--- src/rtl/key_event_scheduler.sv ---
// -----------------------------------------------------------------------------
// key_event_scheduler
//   Debounces NUM_KEYS push-buttons against one shared tick. Each key gets a
//   two-state debounce FSM. A key must stay at its new raw level for DEB_MS
//   ticks before its debounced level changes. A key held for LONG_MS ticks
//   raises a long-press event. PRESS / LONG / RELEASE events from all keys are
//   queued as per-key pending flags. A fixed-priority arbiter moves them onto
//   a single valid/ready event port.
//
// Ports
//   clk_100M   in   system clock, all logic on the rising edge
//   rst        in   synchronous, active-high reset
//   key_in     in   raw asynchronous buttons, 1 = pressed
//   key_level  out  debounced key levels
//   evt_valid  out  event register holds an event
//   evt_ready  in   consumer takes the event when evt_valid & evt_ready
//   evt_key    out  key index of the current event
//   evt_type   out  01 PRESS, 10 LONG, 11 RELEASE
//   overflow   out  sticky flag: an event was dropped
//   ovf_clr    in   one-cycle pulse clears overflow
// -----------------------------------------------------------------------------
module key_event_scheduler #(
   parameter int NUM_KEYS = 5,
   parameter int KEY_W    = 3,
   parameter int TICK_DIV = 100000,
   parameter int DEB_MS   = 20,
   parameter int LONG_MS  = 1000
) (
   input  logic                clk_100M,
   input  logic                rst,
   input  logic [NUM_KEYS-1:0] key_in,
   output logic [NUM_KEYS-1:0] key_level,
   output logic                evt_valid,
   input  logic                evt_ready,
   output logic [KEY_W-1:0]    evt_key,
   output logic [1:0]          evt_type,
   output logic                overflow,
   input  logic                ovf_clr
);

   localparam int TICK_W = (TICK_DIV > 1) ? $clog2(TICK_DIV) : 1;
   localparam int DEB_W  = $clog2(DEB_MS + 1);
   localparam int HOLD_W = $clog2(LONG_MS + 1);

   localparam logic [1:0] EVT_PRESS = 2'b01;
   localparam logic [1:0] EVT_LONG  = 2'b10;
   localparam logic [1:0] EVT_REL   = 2'b11;

   typedef enum logic {ST_IDLE = 1'b0, ST_CHECK = 1'b1} deb_state_t;

   logic [NUM_KEYS-1:0] sync0, sync1;
   logic [TICK_W-1:0]   tick_cnt;
   logic                tick;

   deb_state_t          state    [NUM_KEYS];
   logic [DEB_W-1:0]    deb_cnt  [NUM_KEYS];
   logic [HOLD_W-1:0]   hold_cnt [NUM_KEYS];

   logic [NUM_KEYS-1:0] pend_press, pend_long, pend_rel;
   logic [NUM_KEYS-1:0] accept, set_press, set_long, set_rel;
   logic [NUM_KEYS-1:0] clr_press, clr_long, clr_rel;

   logic                load;
   logic                sel_found;
   int                  sel_idx;
   logic [1:0]          sel_type;
   logic                ovf_set;

   assign tick = (tick_cnt == TICK_W'(TICK_DIV - 1));

   // Event sources. A level change is accepted on the tick that brings
   // deb_cnt up to DEB_MS. LONG fires on the tick that brings hold_cnt up to
   // LONG_MS. After that, hold_cnt saturates, so LONG fires once per press.
   // NOTE: every signal written here gets a default first, so no latch can form.
   always_comb begin
      accept    = '0;
      set_press = '0;
      set_long  = '0;
      set_rel   = '0;
      for (int k = 0; k < NUM_KEYS; k++) begin
         accept[k]    = (state[k] == ST_CHECK) && (sync1[k] != key_level[k]) &&
                        tick && (deb_cnt[k] == DEB_W'(DEB_MS - 1));
         set_press[k] = accept[k] &  sync1[k];
         set_rel[k]   = accept[k] & ~sync1[k];
         set_long[k]  = key_level[k] & tick & (hold_cnt[k] == HOLD_W'(LONG_MS - 1));
      end
   end

   // Arbiter: the lowest key index wins. Within a key, PRESS > LONG > RELEASE.
   // The loop runs downwards so the last hit is the lowest index.
   always_comb begin
      load      = ~evt_valid | evt_ready;
      sel_found = 1'b0;
      sel_idx   = 0;
      sel_type  = 2'b00;
      clr_press = '0;
      clr_long  = '0;
      clr_rel   = '0;
      for (int k = NUM_KEYS - 1; k >= 0; k--) begin
         if (pend_press[k] | pend_long[k] | pend_rel[k]) begin
            sel_found = 1'b1;
            sel_idx   = k;
            sel_type  = pend_press[k] ? EVT_PRESS : (pend_long[k] ? EVT_LONG : EVT_REL);
         end
      end
      for (int k = 0; k < NUM_KEYS; k++) begin
         clr_press[k] = load && sel_found && (sel_idx == k) && (sel_type == EVT_PRESS);
         clr_long[k]  = load && sel_found && (sel_idx == k) && (sel_type == EVT_LONG);
         clr_rel[k]   = load && sel_found && (sel_idx == k) && (sel_type == EVT_REL);
      end
      // A new event overflows only if its flag stays set this cycle. If the
      // same flag is being handed to the output register, the new event
      // re-arms the flag and nothing is lost.
      ovf_set = |((set_press & pend_press & ~clr_press) |
                  (set_long  & pend_long  & ~clr_long)  |
                  (set_rel   & pend_rel   & ~clr_rel));
   end

   // NOTE: sequential state uses non-blocking assignments only, so every flop
   // here sees the values from before this edge.
   always_ff @(posedge clk_100M) begin
      if (rst) begin
         sync0      <= '0;
         sync1      <= '0;
         tick_cnt   <= '0;
         key_level  <= '0;
         pend_press <= '0;
         pend_long  <= '0;
         pend_rel   <= '0;
         overflow   <= 1'b0;
         evt_valid  <= 1'b0;
         evt_key    <= '0;
         evt_type   <= 2'b00;
         // NOTE: these per-key arrays are ordinary control flops, not storage
         // RAM. A mid-run reset must return them to a known state, so they
         // are cleared here.
         for (int k = 0; k < NUM_KEYS; k++) begin
            state[k]    <= ST_IDLE;
            deb_cnt[k]  <= '0;
            hold_cnt[k] <= '0;
         end
      end else begin
         sync0    <= key_in;
         sync1    <= sync0;
         tick_cnt <= tick ? '0 : tick_cnt + 1'b1;

         for (int k = 0; k < NUM_KEYS; k++) begin
            if (state[k] == ST_IDLE) begin
               deb_cnt[k] <= '0;
               if (sync1[k] != key_level[k]) state[k] <= ST_CHECK;
            end else begin
               if (sync1[k] == key_level[k]) begin
                  state[k]   <= ST_IDLE;
                  deb_cnt[k] <= '0;
               end else if (accept[k]) begin
                  key_level[k] <= sync1[k];
                  state[k]     <= ST_IDLE;
                  deb_cnt[k]   <= '0;
               end else if (tick) begin
                  deb_cnt[k] <= deb_cnt[k] + 1'b1;
               end
            end

            if (!key_level[k])
               hold_cnt[k] <= '0;
            else if (tick && (hold_cnt[k] != HOLD_W'(LONG_MS)))
               hold_cnt[k] <= hold_cnt[k] + 1'b1;
         end

         pend_press <= (pend_press & ~clr_press) | set_press;
         pend_long  <= (pend_long  & ~clr_long)  | set_long;
         pend_rel   <= (pend_rel   & ~clr_rel)   | set_rel;

         if (ovf_set)
            overflow <= 1'b1;
         else if (ovf_clr)
            overflow <= 1'b0;

         if (load) begin
            evt_valid <= sel_found;
            if (sel_found) begin
               evt_key  <= KEY_W'(sel_idx);
               evt_type <= sel_type;
            end
         end
      end
   end

endmodule
--- config.mk ---
export PLATFORM = sky130hd
export DESIGN_NAME = key_event_scheduler
export DESIGN_NICKNAME = d
export VERILOG_FILES = /design/src/rtl/key_event_scheduler.sv
export SDC_FILE = /design/constraint.sdc
export NUM_CORES = 1
export LEC_CHECK = 0
export ABC_AREA = 1
export CAP_MARGIN = 25
export CELL_PAD_IN_SITES_DETAIL_PLACEMENT = 0
export CELL_PAD_IN_SITES_GLOBAL_PLACEMENT = 1
export CORE_MARGIN = 1.5
export CORE_UTILIZATION = 47
export CTS_CLUSTER_SIZE = 24
export DETAILED_ROUTE_END_ITERATION = 8
export GPL_TIMING_DRIVEN = 0
export PLACE_DENSITY_LB_ADDON = 0.1
export SETUP_SLACK_MARGIN = 0.2
export SYNTH_ARGS = -nofsm -noshare
export SYNTH_HDL_FRONTEND = slang
export SYNTH_SLANG_ARGS = --single-unit
--- constraint.sdc ---
create_clock -name clk_100M -period 3 [get_ports clk_100M]
set_input_delay 0.45 -clock clk_100M [delete_from_list [all_inputs] [get_ports clk_100M]]
set_output_delay 0.45 -clock clk_100M [all_outputs]
set_load 0.1 [all_outputs]
Yosys cells after proc, flatten, opt, wreduce, memory -nomap -nowiden
Memory sizes are Yosys's and may differ from the RTL's.
Cells that the tools add are included.

storage, ports and cells
  flip-flop bits (word level) = 54
  memory bits (writable) = 80
  output and inout port bits = 12
  word-level logic and storage cells = 432
  memories = 3

cells by class
  add/subtract/negate cells = 11
  equal/unequal tests = 33
  muxes and demuxes = 215
  bitwise logic cells = 104
  reductions and logical operators = 51

memories
  memory    depth  bits a word  read ports  clocked after Yosys merged registers in  write ports  line  RTL
  hold_cnt  5      10           5           0                                        5            57    logic [HOLD_W-1:0] hold_cnt [NUM_KEYS];
  deb_cnt   5      5            5           0                                        5            56    logic [DEB_W-1:0] deb_cnt [NUM_KEYS];
  state     5      1            5           0                                        5            55    deb_state_t state [NUM_KEYS];

operators by type and width
  kind                                                               number
  1-bit 2-to-1 mux                                                   170
  32-bit 2-to-1 mux                                                  4
  10-bit 2-to-1 mux                                                  10
  5-bit 2-to-1 mux                                                   20
  32-bit by 3-bit == test with 1-bit output (second input constant)  2
  1-bit OR                                                           56
  10-bit by 1-bit adder with 10-bit output (second input constant)   5
  10-bit == test (second input constant)                             5
  10-bit != test (second input constant)                             5
  5-bit AND                                                          9
  1-bit logical AND                                                  41
  32-bit by 2-bit == test with 1-bit output (second input constant)  1
  32-bit by 4-bit == test with 1-bit output (second input constant)  1
  32-bit logical NOT                                                 1
  5-bit by 1-bit adder with 5-bit output (second input constant)     5
  5-bit == test (second input constant)                              5
  5-bit OR                                                           5
  1-bit AND                                                          20
  2-bit 2-to-1 mux                                                   10
  17-bit by 1-bit adder with 17-bit output (second input constant)   1
  17-bit == test (second input constant)                             1
  5-bit NOT                                                          3
  3-bit AND reduction                                                5
  1-bit NOT                                                          11
  other kinds (9)                                                    18

Logic depth before layout (Yosys ltp)
  word-level depth = 16
  gate-level depth with buffers = 15
  depth with buffers taken out = 15

Least setup slack after synthesis
Ideal clock, no wire load.

  path type = reg2reg
  from = register key_level[1]
  to = memory state[0] in the netlist's numbering, data pin
  setup time = 259 ps
  arrival time = 2003 ps
  path slack = 737 ps
  cell stages (with the launch flop) = 9
  clock period less this slack = 2263 ps
  path through = dfxtp_1 -> xnor2_1 -> nor2_1 -> nand3_1 -> a21oi_1 -> nor2_1 -> nand4_1 -> nor2_1 -> nor2_1

RTL lines
  what                             line  RTL
  start, declared                  32    output logic [NUM_KEYS-1:0] key_level,
  start signal, assigned by index  156   key_level[k] <= sync1[k];
  end, declared                    55

==> qor.csv <==
stage,metric,value,unit
route,drc,0,
synth,syn_inst,849,
cells_and_area,layout-drive-gt1-share,5.44,%
route,dr.pass1.iters,5,
floorplanning,die_x,125,µm
critical_path,critPathArrivalTime,2780,ps
synth,ys.warnings.count,0,
clocking,cts-htree-levels,4,
placement,gp_congestion,0.858,
run_status,status,"complete, no violations",
power,p_leak,3.08,nW
synth,syn_nets,874,
critical_path,path_max_fanout,10,
clocking,cts_buffer_depth,2,
timing,fmax,0.397,GHz
power,powerDensity,532,nW/µm²
cells_and_area,nets,912,
cells_and_area,nFillCells,1343,
synth,synthTopCellsByArea,"edfxtp_1, dfxtp_1, nor2_1",
floorplanning,coreArea,14500,µm²
cells_and_area,antenna_cells,0,
timing,fin_crit_sh,83.9,%
cells_and_area,syn2layout_area_growth,15.0,%
critical_path,critical-path-top-delay-family,simple AND/OR/NAND/NOR gates,
placement,numPortBuffers,19,
route,first_iter_violations,299,
clocking,post_cts_buffers,0,
synth,syn_area_per_cell,8.21,µm²
route,wl_per_cell,13.1,µm
floorplanning,initial_utilization,48.1,%
critical_path,path_cells,"ha_1, nand2_1, nor2_1, nand3_4, nor2_1, o21ai_0, nand2_1, o21ai_0, nand3_2, nand2_2, nor2_1",
critical_path,max_stage_delay,350,ps
critical_path,end_kind,register,
route,ant_nets,0,
route,routed_wl,14200,µm
critical_path,path_depth,11,
floorplanning,dieArea,15600,µm²
global_route,grt_max_degree,17,
placement,dp_hpwl,10500,µm
critical_path,ff2ff_path_depth,11,
synth,ys_ff_latch,134,
clocking,cts_tree,built,
synth,yosys.area.top_type,edfxtp_1,
cells_and_area,layout_commonest_cell,nor2_1,
route,via_per_inst,5.02,
floorplanning,ios,21,
clocking,cts_root_buffer,clkbuf_16,
timing,setup_viol,0,
critical_path,cp.required,3270,ps
critical_path,cp-start-kind,register,
clocking,clock_latency,410,ps
critical_path,cpMostUsedCell,nor2_1,
timing,max-slew-margin-rel,32.5,%
power,p_total,4.27,mW
clocking,path_clk_slew,60,ps
clocking,hold_buffers,0,
global_route,grt_pass1_vias,5265,
clocking,cts_buffers,17,
timing,hold_viol_final,0,
clocking,cts.sinks,134,
timing,rsz0062_at_grt,no,
timing,fin_skew,7.05,ps
floorplanning,die_h,125,µm
worst_hold_path,whs_path_depth,2,
synth,synth_cell_types,37,
critical_path,worst-path-buf-inv,0,
job,cap_violations,0,
floorplanning,rows,44,
timing,report.final.slew_viol_count,0,
critical_path,path_class,reg2reg,
synth,netlist_area,6970,µm²
route,vias,5439,
worst_hold_path,hp-class,reg2reg,
global_route,grt_pass1_wl,24100,µm
synth,synth_ff_type,edfxtp_1,
timing,fin_crit,2520,ps
power,ir_drop,0.000360,V
global_route,antenna_found_initial,0,
timing,worst_pin_slew,1010,ps
global_route,grtUsageTotal,19.3,%
cells_and_area,layout_common_cells,"nor2_1, inv_1, nand2_1",
critical_path,crit_slowest_cell,dfxtp_1,
synth,async_flop_share,0,%
synth,ys_seq_area_share,49.8,%
synth,synth-edff-count,79,
synth,netlist.area_leader.share,34.0,%
global_route,grt_overflow_total,0,
timing,setup_tns,0,ps
[worst min-delay path, stage by stage (launching register included)]
cell,delay [ps]
dfxtp_1,290
inv_1,40
nor2_1,30
[cell usage after synthesis, drive strengths merged, types with 5 or more instances]
cell,n
xor2,36
edfxtp,79
a21oi,43
dfxtp,55
or2,5
nand2,112
buf,7
nand4,11
xnor2,17
nor3,32
nor4,5
o21ai,13
inv,129
nor2,179
ha,16
nand3,81
a211oi,6
and3,5
[final timing paths]
path                    endpoint  slack [ps]        start
setup / recovery  hold_cnt[3][5]         480  tick_cnt[0]
hold / removal          sync1[0]         410     sync0[0]
setup reg to reg  hold_cnt[3][5]         480  tick_cnt[0]
hold reg to reg         sync1[0]         410     sync0[0]
[kinds of logic after synthesis]
kind of cell	after synthesis	synth area share (%)
compound gates	68	5.42
xor+xnor	53	6.66
fa+ha+maj	16	2.87
buf+inv	141	7.74
flops	134	49.8
simple gates	437	27.5
[routing by layer]
metal	up-vias	track usage (%)	wire (µm)
met5	-	0	0
met3	14	3.52	400
met4	0	7.17	178
met1	2510	25.6	7030
met2	62	31.5	6580
li1	2853	-	-
[sequential cells by signal, summed over array words and instances, names as in the netlist, 2 cells and up]
register    count
evt_type        2
pend_rel        5
sync1           5
hold_cnt       50
sync0           5
deb_cnt        25
key_level       5
pend_press      5
evt_key         3
tick_cnt       17
state           5
pend_long       5
[layout make-up]
type                       instances  area, µm²  area share, %
buffer                            11       51.3          0.640
inverter                         130        488           6.09
sequential                       134       3470           43.3
timing repair buffer              19        190           2.37
tap                              184        230           2.87
clock inverter                    13        181           2.26
clock buffer                      19        433           5.40
multi-input combinational        574       2970           37.0
[per-stage QoR]
step                      setup WS (ps)  utilization, %  instance area (µm²)  std cells  hold slack [ps]
final                               482            55.4                 8020       1084              405
after detailed placement            178            51.0                 7390       1052              399
after CTS                           357            55.3                 8000       1084              408
after global placement              192            51.0                 7390       1052              392
after floorplan                     737               -                 6970        849              388
after global routing                204            55.4                 8020       1084              433
[where the power goes]
part           internal, mW  switching, mW  total [mW]
clock network          1.39          0.778        2.16
registers              1.97         0.0220        1.99
logic                0.0408         0.0728       0.114
[what timing repair did]
action | 4_1_cts | 5_1_grt
gates resized for setup | 0 | 2
setup endpoints to repair | 0 | 40
endpoints found under the hold margin | 0 | 0
(Power assumes the default switching activity.)
